## src/rtl/microwave_ctrl_param_if.sv

```systemverilog
// Keypad/button/door inputs and display/magnetron outputs of the microwave cook controller.
// master = front panel side, slave = controller side.
interface microwave_ctrl_param_if #(
  parameter int MIN_DIGITS = 1,
  parameter int PWR_W      = 4
);
  localparam int DW = 4 * (MIN_DIGITS + 2);

  logic [9:0]       keypad;
  logic             startn;
  logic             stopn;
  logic             clearn;
  logic             door_closed;
  logic [PWR_W-1:0] power_lvl;
  logic [DW-1:0]    digits;
  logic             zero;
  logic             mag_on;
  logic             cooking;
  logic             beep;

  modport master (
    output keypad, startn, stopn, clearn, door_closed, power_lvl,
    input  digits, zero, mag_on, cooking, beep
  );

  modport slave (
    input  keypad, startn, stopn, clearn, door_closed, power_lvl,
    output digits, zero, mag_on, cooking, beep
  );
endinterface

```

## src/rtl/microwave_ctrl_param.sv

```systemverilog
// Microwave cook controller: keypad entry, BCD countdown, door interlock, duty-cycled power.
// Optional end-of-cook beep with auto-return to IDLE is enabled by defining BEEP_EN.
module microwave_ctrl_param #(
  parameter int CLK_HZ     = 50_000_000,
  parameter int MIN_DIGITS = 1,
  parameter int PWR_W      = 4,
  parameter int PWR_PERIOD = 10,
  parameter int BEEP_SECS  = 3
) (
  input  logic                   clk,
  input  logic                   rst,
  microwave_ctrl_param_if.slave  bus
);
  localparam int ND  = MIN_DIGITS + 2;
  localparam int DW  = 4 * ND;
  localparam int PSW = $clog2(CLK_HZ);
  localparam logic [PSW-1:0]   PRESC_LAST = PSW'(CLK_HZ - 1);
  localparam logic [PWR_W-1:0] PERIOD_V   = PWR_W'(PWR_PERIOD);
  localparam logic [PWR_W-1:0] DUTY_LAST  = PWR_W'(PWR_PERIOD - 1);
  localparam logic [DW-1:0]    DIG_ONE    = DW'(1);

  if (CLK_HZ < 2 || PWR_PERIOD < 2 || BEEP_SECS < 1 || MIN_DIGITS < 1) begin : g_param_check
    $error("microwave_ctrl_param: parameter out of range");
  end

  typedef enum logic [2:0] {IDLE, SET, COOK, PAUSE, DONE} state_t;

  state_t           state_q, state_d;
  logic [DW-1:0]    digits_q, digits_d;
  logic [PSW-1:0]   presc_q, presc_d;
  logic [PWR_W-1:0] duty_q, duty_d;
  logic [PWR_W-1:0] lvl_q, lvl_d;
  logic             key_prev_q, key_prev_d;
  logic             mag_q, mag_d;

  logic             key_one, key_accept, zero_w, run, run_d, tick, full_d;
  logic [3:0]       key_val;

`ifdef BEEP_EN
  localparam int BW = (BEEP_SECS < 2) ? 1 : $clog2(BEEP_SECS);
  localparam logic [BW-1:0] BEEP_LAST = BW'(BEEP_SECS - 1);
  logic          beep_q, beep_d;
  logic [BW-1:0] beep_cnt_q, beep_cnt_d;
`endif

  // Seconds-tens digit wraps to 5, every other digit wraps to 9.
  function automatic logic [DW-1:0] bcd_dec(input logic [DW-1:0] v);
    logic [DW-1:0] r;
    logic          borrow;
    logic [3:0]    nib;
    r      = v;
    borrow = 1'b1;
    for (int i = 0; i < ND; i++) begin
      nib = v[4*i +: 4];
      if (borrow) begin
        if (nib == 4'd0) begin
          r[4*i +: 4] = (i == 1) ? 4'd5 : 4'd9;
        end else begin
          r[4*i +: 4] = nib - 4'd1;
          borrow      = 1'b0;
        end
      end
    end
    return r;
  endfunction

  always_comb begin
    key_val = 4'd0;
    for (int i = 0; i < 10; i++) begin
      if (bus.keypad[i]) key_val = 4'(i);
    end
  end

  assign key_one    = $onehot(bus.keypad);
  assign key_accept = key_one & ~key_prev_q;
  assign zero_w     = (digits_q == '0);

`ifdef BEEP_EN
  assign run = (state_q == COOK) || (state_q == DONE && beep_q);
`else
  assign run = (state_q == COOK);
`endif
  assign tick = run && (presc_q == PRESC_LAST);

  always_comb begin
    state_d    = state_q;
    digits_d   = digits_q;
    duty_d     = duty_q;
    lvl_d      = lvl_q;
    key_prev_d = key_one;
`ifdef BEEP_EN
    beep_d     = beep_q;
    beep_cnt_d = beep_cnt_q;
`endif

    // One event per cycle, highest priority first; a countdown tick only lands if nothing else did.
    if (!bus.clearn) begin
      state_d  = IDLE;
      digits_d = '0;
    end else if (!bus.stopn) begin
      if (state_q == COOK) begin
        state_d = PAUSE;
      end else if (state_q == SET || state_q == PAUSE) begin
        state_d  = IDLE;
        digits_d = '0;
      end
    end else if (!bus.door_closed && (state_q == COOK || state_q == DONE)) begin
      state_d = (state_q == COOK) ? PAUSE : IDLE;
    end else if (!bus.startn && bus.door_closed &&
                 (((state_q == SET || state_q == PAUSE) && !zero_w) || state_q == DONE)) begin
      if (state_q == DONE) begin
        state_d = IDLE;
      end else begin
        state_d = COOK;
        lvl_d   = bus.power_lvl;
        duty_d  = '0;
      end
    end else if (key_accept && (state_q == IDLE || state_q == SET || state_q == DONE)) begin
      if (state_q == DONE) begin
        state_d = IDLE;
      end else begin
        state_d  = SET;
        digits_d = {digits_q[DW-5:0], key_val};
      end
    end else if (state_q == COOK && tick) begin
      digits_d = bcd_dec(digits_q);
      duty_d   = (duty_q == DUTY_LAST) ? '0 : duty_q + 1'b1;
      if (digits_q == DIG_ONE) begin
        state_d = DONE;
`ifdef BEEP_EN
        beep_d     = 1'b1;
        beep_cnt_d = '0;
`endif
      end
    end
`ifdef BEEP_EN
    else if (state_q == DONE && beep_q && tick) begin
      if (beep_cnt_q == BEEP_LAST) begin
        state_d = IDLE;
      end else begin
        beep_cnt_d = beep_cnt_q + 1'b1;
      end
    end

    if (state_d != DONE) beep_d = 1'b0;
    run_d = (state_d == COOK) || (state_d == DONE && beep_d);
`else
    run_d = (state_d == COOK);
`endif

    // Only keep counting when running both now and next; any entry starts from a fresh second.
    presc_d = (run && run_d && !tick) ? presc_q + 1'b1 : '0;

    full_d = (lvl_d == '0) || (lvl_d >= PERIOD_V);
    mag_d  = (state_d == COOK) && (full_d || (duty_d < lvl_d));
  end

  always_ff @(posedge clk or posedge rst) begin
    if (rst) begin
      state_q    <= IDLE;
      digits_q   <= '0;
      presc_q    <= '0;
      duty_q     <= '0;
      lvl_q      <= '0;
      key_prev_q <= 1'b0;
      mag_q      <= 1'b0;
`ifdef BEEP_EN
      beep_q     <= 1'b0;
      beep_cnt_q <= '0;
`endif
    end else begin
      state_q    <= state_d;
      digits_q   <= digits_d;
      presc_q    <= presc_d;
      duty_q     <= duty_d;
      lvl_q      <= lvl_d;
      key_prev_q <= key_prev_d;
      mag_q      <= mag_d;
`ifdef BEEP_EN
      beep_q     <= beep_d;
      beep_cnt_q <= beep_cnt_d;
`endif
    end
  end

  assign bus.digits  = digits_q;
  assign bus.zero    = zero_w;
  assign bus.mag_on  = mag_q & bus.door_closed;
  assign bus.cooking = (state_q == COOK);
`ifdef BEEP_EN
  assign bus.beep    = beep_q;
`else
  assign bus.beep    = 1'b0;
`endif
endmodule

```

## src/flat_wrapper.sv

```systemverilog
// flat-port wrapper written by rule: the top's interface ports become plain ports
module microwave_ctrl_param_flat 
#(
  parameter int CLK_HZ     = 50_000_000,
  parameter int MIN_DIGITS = 1,
  parameter int PWR_W      = 4,
  parameter int PWR_PERIOD = 10,
  parameter int BEEP_SECS  = 3
)
  (clk, rst, bus_keypad, bus_startn, bus_stopn, bus_clearn, bus_door_closed, bus_power_lvl, bus_digits, bus_zero, bus_mag_on, bus_cooking, bus_beep);
  microwave_ctrl_param_if #(.MIN_DIGITS(MIN_DIGITS), .PWR_W(PWR_W)) bus_i ();
  input  logic clk;
  input  logic rst;
  input wire logic [$bits(bus_i.keypad)-1:0] bus_keypad;
  input wire logic [$bits(bus_i.startn)-1:0] bus_startn;
  input wire logic [$bits(bus_i.stopn)-1:0] bus_stopn;
  input wire logic [$bits(bus_i.clearn)-1:0] bus_clearn;
  input wire logic [$bits(bus_i.door_closed)-1:0] bus_door_closed;
  input wire logic [$bits(bus_i.power_lvl)-1:0] bus_power_lvl;
  output wire logic [$bits(bus_i.digits)-1:0] bus_digits;
  output wire logic [$bits(bus_i.zero)-1:0] bus_zero;
  output wire logic [$bits(bus_i.mag_on)-1:0] bus_mag_on;
  output wire logic [$bits(bus_i.cooking)-1:0] bus_cooking;
  output wire logic [$bits(bus_i.beep)-1:0] bus_beep;
  assign bus_i.keypad = bus_keypad;
  assign bus_i.startn = bus_startn;
  assign bus_i.stopn = bus_stopn;
  assign bus_i.clearn = bus_clearn;
  assign bus_i.door_closed = bus_door_closed;
  assign bus_i.power_lvl = bus_power_lvl;
  assign bus_digits = bus_i.digits;
  assign bus_zero = bus_i.zero;
  assign bus_mag_on = bus_i.mag_on;
  assign bus_cooking = bus_i.cooking;
  assign bus_beep = bus_i.beep;
  microwave_ctrl_param #(.CLK_HZ(CLK_HZ), .MIN_DIGITS(MIN_DIGITS), .PWR_W(PWR_W), .PWR_PERIOD(PWR_PERIOD), .BEEP_SECS(BEEP_SECS)) u_core (.clk(clk), .rst(rst), .bus(bus_i));
endmodule
```

## config.mk

```make
export PLATFORM = sky130hd
export DESIGN_NAME = microwave_ctrl_param_flat
export DESIGN_NICKNAME = d
export VERILOG_FILES = /design/src/rtl/microwave_ctrl_param_if.sv /design/src/rtl/microwave_ctrl_param.sv /design/src/flat_wrapper.sv
export SDC_FILE = /design/constraint.sdc
export NUM_CORES = 1
export LEC_CHECK = 0
export ABC_AREA = 1
export BUFFER_PORTS_ARGS = -buffer_cell sky130_fd_sc_hd__buf_2
export CORE_ASPECT_RATIO = 1.25
export CORE_MARGIN = 4
export CORE_UTILIZATION = 54
export CTS_CLUSTER_DIAMETER = 150
export DETAILED_ROUTE_END_ITERATION = 7
export GPL_TIMING_DRIVEN = 0
export PLACE_DENSITY = 0.82
export SYNTH_ARGS = -nofsm -noshare
export SYNTH_HDL_FRONTEND = slang
export SYNTH_SLANG_ARGS = --single-unit
```

## constraint.sdc

```tcl
create_clock -name clk -period 1.9 [get_ports clk]
set_clock_uncertainty 0.05 [all_clocks]
set_input_delay 0.57 -clock clk [delete_from_list [all_inputs] [get_ports clk]]
set_output_delay 0.57 -clock clk [all_outputs]
set_load 0.05 [all_outputs]
```

## Word-level counts from Yosys, hierarchy flattened

Index checks and enable logic that the tools add are counted.

| operators by class | value |
|---|---|
| $add $sub $neg | 14 |
| magnitude comparators | 2 |
| equality and inequality tests | 17 |
| multiplexer cells | 64 |
| bitwise logic cells | 3 |
| reductions and logical operators | 30 |

Operators by type and width:

| cell | count |
|---|---|
| $mux 12 | 9 |
| $mux 4 | 20 |
| $mux 3 | 13 |
| $add 26x1->26 const B | 1 |
| $eq 26x26->1 const B | 1 |
| $mux 26 | 1 |
| $mux 1 | 17 |
| $add 4x4->4 | 4 |
| $logic_not 4->1 | 4 |
| $reduce_and 7->1 | 2 |
| $eq 12x1->1 const B | 1 |
| $logic_not 12->1 | 1 |
| $ne 4x2->1 const B | 3 |
| $sub 4x1->4 const B | 3 |
| $add 1x1->2 | 5 |
| $logic_and 1x1->1 | 10 |
| $eq 3x2->1 const B | 3 |
| $ne 3x3->1 const B | 3 |
| $mux 2 | 4 |
| $logic_or 1x1->1 | 7 |
| $reduce_and 6->1 | 1 |
| $add 4x1->4 const B | 1 |
| $eq 4x1->1 const B | 1 |
| $eq 4x4->1 const B | 1 |
| 10 further kinds | 14 |

| word-level totals | value |
|---|---|
| bits in registers | 51 |
| input bits | 20 |
| output and inout bits | 16 |

## Logic depth before layout (Yosys ltp)

| depth | value |
|---|---|
| depth in word-level cells | 26 |
| depth in mapped cells | 23 |
| gate-level depth less buffers | 22 |

## Worst setup path before layout

OpenSTA, ideal clock, no wires.

| timing | value |
|---|---|
| kind | in2reg |
| from | in bus_keypad[2] |
| to | reg u_core.presc_q[19] |
| arrival | 3.940 ns |
| data required time | 1.781 ns |
| slack | -2.159 ns |
| stages on the path | 22 |
| buffers on the path | 2 |
| path through | inv_1 ha_1 inv_1 fa_1 fa_1 inv_1 fa_1 inv_1 fa_1 nand2_1 nor3_1 nand2_1 nor2_1 buf_2 o21ai_0 o21ai_1 nand2_1 nand2_2 nor2_4 nand3_4 buf_6 nor2_2 |

| on the way | value |
|---|---|
| cells in the longest elaborated chain, start to end | 16 |

RTL lines:

| element | RTL line | source |
|---|---|---|
| start, declared | flat_wrapper.sv:14 | `input wire logic [$bits(bus_i.keypad)-1:0] bus_keypad;` |
| $add 1x1->2 (not written as such) | microwave_ctrl_param.sv:74 | `assign key_one = $onehot(bus.keypad);` |
| $add 4x4->4 (not written as such) (3 in a row) | microwave_ctrl_param.sv:74 |  |
| $eq 4x1->1 | microwave_ctrl_param.sv:74 |  |
| $and 1x1->1 | microwave_ctrl_param.sv:75 | `assign key_accept = key_one & ~key_prev_q;` |
| $logic_and 1x1->1 | microwave_ctrl_param.sv:118 | `end else if (key_accept && (state_q == IDLE \|\| state_q == SET \|\| state_q == DONE)) begin` |
| $mux 3 | microwave_ctrl_param.sv:118 |  |
| $mux 3 | microwave_ctrl_param.sv:109 | `end else if (!bus.startn && bus.door_closed &&` |
| $mux 3 | microwave_ctrl_param.sv:107 | `end else if (!bus.door_closed && (state_q == COOK \|\| state_q == DONE)) begin` |
| $mux 3 | microwave_ctrl_param.sv:100 | `end else if (!bus.stopn) begin` |
| $mux 3 | microwave_ctrl_param.sv:97 | `if (!bus.clearn) begin` |
| named net u_core.state_d[0] | microwave_ctrl_param.sv:28 | `state_t state_q, state_d;` |
| $eq 3x2->1 | microwave_ctrl_param.sv:148 | `run_d = (state_d == COOK);` |
| $logic_and 1x1->1 (2 in a row) | microwave_ctrl_param.sv:152 | `presc_d = (run && run_d && !tick) ? presc_q + 1'b1 : '0;` |
| $mux 26 | microwave_ctrl_param.sv:152 |  |
| named net u_core.presc_d[19] | microwave_ctrl_param.sv:30 | `logic [PSW-1:0] presc_q, presc_d;` |
| end signal, assigned | microwave_ctrl_param.sv:174 | `presc_q <= presc_d;` |
| end, declared | microwave_ctrl_param.sv:30 |  |

The timed path passes the listed nets, and every way through them passes these cells.
A chain may end at the register's enable or synchronous reset.

## Worst setup path after layout

| timing | value |
|---|---|
| from | in bus_keypad[1] |
| to | reg u_core.presc_q[13] |

The elaborated chain is that of the path after synthesis.

==> impl_metrics.ini <==
[run_status]
run_status = finished with violations
violated_checks = setup timing

[power]
cellPowerDensity_mw_per_mm2 = 899
leakagePower_nw = 2.14
ir_worst_vdd_uv = 1040

[global_routing]
globalRouteOverflowTotal = 0
grt_pass1_vias = 3494
wire_length_of_the_first_global_routing_pass_mm = 14.8
grt_usage = 0.229
grt_max_degree = 31
antenna_found_initial = 0

[floorplan]
num_rows = 32
floorplan.initialDensity = 0.568
pin_count = 36
die_w_um = 80.7
floorplan.core_area_mm2 = 0.00629
die_area_mm2 = 0.00799
die_h_um = 98.9

[synth]
synthArstFlopShare = 1.00
synth_area_mm2 = 0.00357
synth_instances = 471
postSynthRegisterBits = 51
synth_largest_area_cell = dfrtp_1
synth.top_cell.area_share = 0.357
ys_seq_area_frac = 0.357
postSynth.topFlopCell = dfrtp_1
count_of_flip_flops_with_a_built_in_enable_after_synthesis = 0
synthesis.area_per_instance_um2 = 7.58
synth-warning-count = 0
postSynthNetCount = 513
ys_types = 41
post_synth_main_area_contributors = dfrtp_1, nand2_1, inv_1, nor2_1, ha_1

[sta]
rsz0062_at_grt = true
f_max_mhz = 251
period_needed_ns = 3.98
final.setup.tns_ns = -83.88
finalSetupViolCount = 44
tightestPinTransition_ns = 0.515
report.final.slew_viol_count = 0
final_hold_viol_count = 0
worst_slack_ns = -2.08
slew-limit-headroom = 0.656
period_share = 2.09

[route]
detail_route.drc_violations = 0
postRouteAntennaNets = 0
drt_first_iter_violations = 261
routedWlPerCell_um = 14.3
vias_per_cell = 5.31
wirelength_mm = 9.05
via_count = 3354
drt_first_pass_iters = 4

[place]
placed_area_mm2 = 0.00400
place.gp.congestion = 0.842
port_buffers = 34
dp_hpwl_mm = 6.12

[clock_network]
cts_tree = built
clk_root_buffer_cell = clkbuf_8
clock_h_tree_levels = 2
clk_pin_slew_ns = 0.10
clockBufferDepth = 2
tritoncts.num_buffers = 5
cts_num_sinks = 51
clk-insertion-delay-late_ns = 0.31

[cells_and_area]
fillers = 459
drive_gt1_frac = 0.391
mostFrequentLayoutCell = nand2_1
design.final.nets = 588
antenna_cells_inserted = 0
area_growth_pct = 33.6
layout.cell_area.non_filler_mm2 = 0.00477
layout.cells.most_common_list = nand2_1, inv_1, dfrtp_1, nor2_1, nor2_4
finalCoreUtilization = 0.759

[critical_path]
slowest_delay_ns = 0.50
critical_path.cell_chain = buf_8 -> ha_4 -> inv_2 -> fa_1 -> fa_1 -> inv_1 -> fa_2 -> inv_2 -> fa_1 -> nand2_1 -> nor3_2 -> nand2_2 -> nor2_4 -> buf_6 -> o21ai_2 -> o21ai_1 -> nand2_1 -> nand2_2 -> nor2_4 -> nand3_4 -> clkbuf_16 -> nor2_2
timing.critical_path.fanout_max = 6
timing.setup.critical_path_class = in -> reg
worst_path_most_repeated_cell = fa_1
critPathArrivalTime_ns = 4.18
worst_setup_path_end_kind = flip-flop
crit_required_ns = 2.10
critPathLaunchType = primary input
critical-path-slowest-cell = fa_1

[worst_hold_path]
min_path_type = in -> async

[flow_run]
drv.max_cap_violation_count = 0
## metal layers
layer  vias to the layer above  wire length [µm]  part of all wire  GRT usage
met3                        29               298             0.033     0.0338
li1                       1629                 -                 -          -
met4                         0               290             0.032      0.118
met5                         -                 0                 0          0
met1                      1607              3330              0.37      0.248
met2                        89              5130              0.57      0.422
## through the flow
step	setup slack [ns]	hold WS [ns]	total power, mW	std cells
final	-2.08	0.224	4.29	632
after global routing	-2.24	0.252	4.57	632
after CTS	-2.06	0.234	4.01	620
after detailed placement	-2.51	0.412	3.11	591
after global placement	-2.45	0.396	3.04	590
after floorplan	-2.00	0.382	2.71	471
## flip-flops by register name, indices dropped and copies added (netlist names)
signal	cells
u_core.bus.digits	12
u_core.duty_q	4
u_core.key_prev_q	1
u_core.lvl_q	4
u_core.mag_q	1
u_core.presc_q	26
u_core.state_q	3
## synthesized netlist by cell type, types with 5 or more instances
cell type,count
nand3_1,20
inv_1,77
o21ai_1,11
dfrtp_1,51
nor2_2,18
nand2_1,97
xor2_1,13
nand4_1,8
fa_1,6
xnor2_1,6
nor2_4,5
o21ai_0,21
nand2_2,6
ha_1,16
nor3_1,6
a21oi_1,17
nor2_1,56
## repair_timing
item	4_1_cts	5_1_grt
setup buffers	21	11
pin swaps	11	15
resized for setup	57	58
endpoints found under the setup margin	44	47
cloned	1	1
hold buffers	0	0
## power by group
group | switching, mW | internal (mW)
Sequential | 0.153 | 1.22
Combinational | 1.43 | 0.842
Clock | 0.381 | 0.261
## area by class of cell
class / instances / area (µm²) / share of cell area
plain buffers: 5 / 52.6 / 0.0110
repair buffers: 68 / 563 / 0.118
inverters: 81 / 323 / 0.0676
clock buffers: 6 / 72.6 / 0.0152
well taps: 85 / 106 / 0.0223
clock inverters: 2 / 13.8 / 0.00288
multi-input cells: 334 / 2350 / 0.492
flip-flops and latches: 51 / 1290 / 0.271
## cell families after synthesis
| kind of cell | after synthesis | share of synthesized area |
|---|---|---|
| XOR/XNOR | 19 | 0.0466 |
| AND/OR/NAND/NOR | 231 | 0.313 |
| other | 1 | 0.00105 |
| buffers and inverters | 86 | 0.0960 |
| flip-flops | 51 | 0.357 |
| AO/OA/AOI/OAI | 61 | 0.0963 |
| adder cells (fa/ha/maj) | 22 | 0.0897 |
## worst paths after layout
check                      slack (ns)                   end  cells after the start               from
max                             -2.08    u_core.presc_q[13]                     22      bus_keypad[1]
max in group asynchronous        1.04     u_core.presc_q[3]                      3                rst
min reg2reg                      0.48       u_core.lvl_q[1]                      2    u_core.lvl_q[1]
max reg2reg                     -0.47          u_core.mag_q                     11  u_core.state_q[2]
min                              0.22  u_core.bus.digits[5]                      2                rst
min in group clk                 0.48       u_core.lvl_q[1]                      2    u_core.lvl_q[1]
## worst max-delay path, delay by kind of cell
family / cells / cell delay, ns
AO/OA/AOI/OAI: 2 / 0.17
adder cells (fa/ha/maj): 5 / 1.96
buffers and inverters: 6 / 0.61
AND/OR/NAND/NOR: 9 / 0.85
Note: power is estimated with default switching activity, not from simulation.
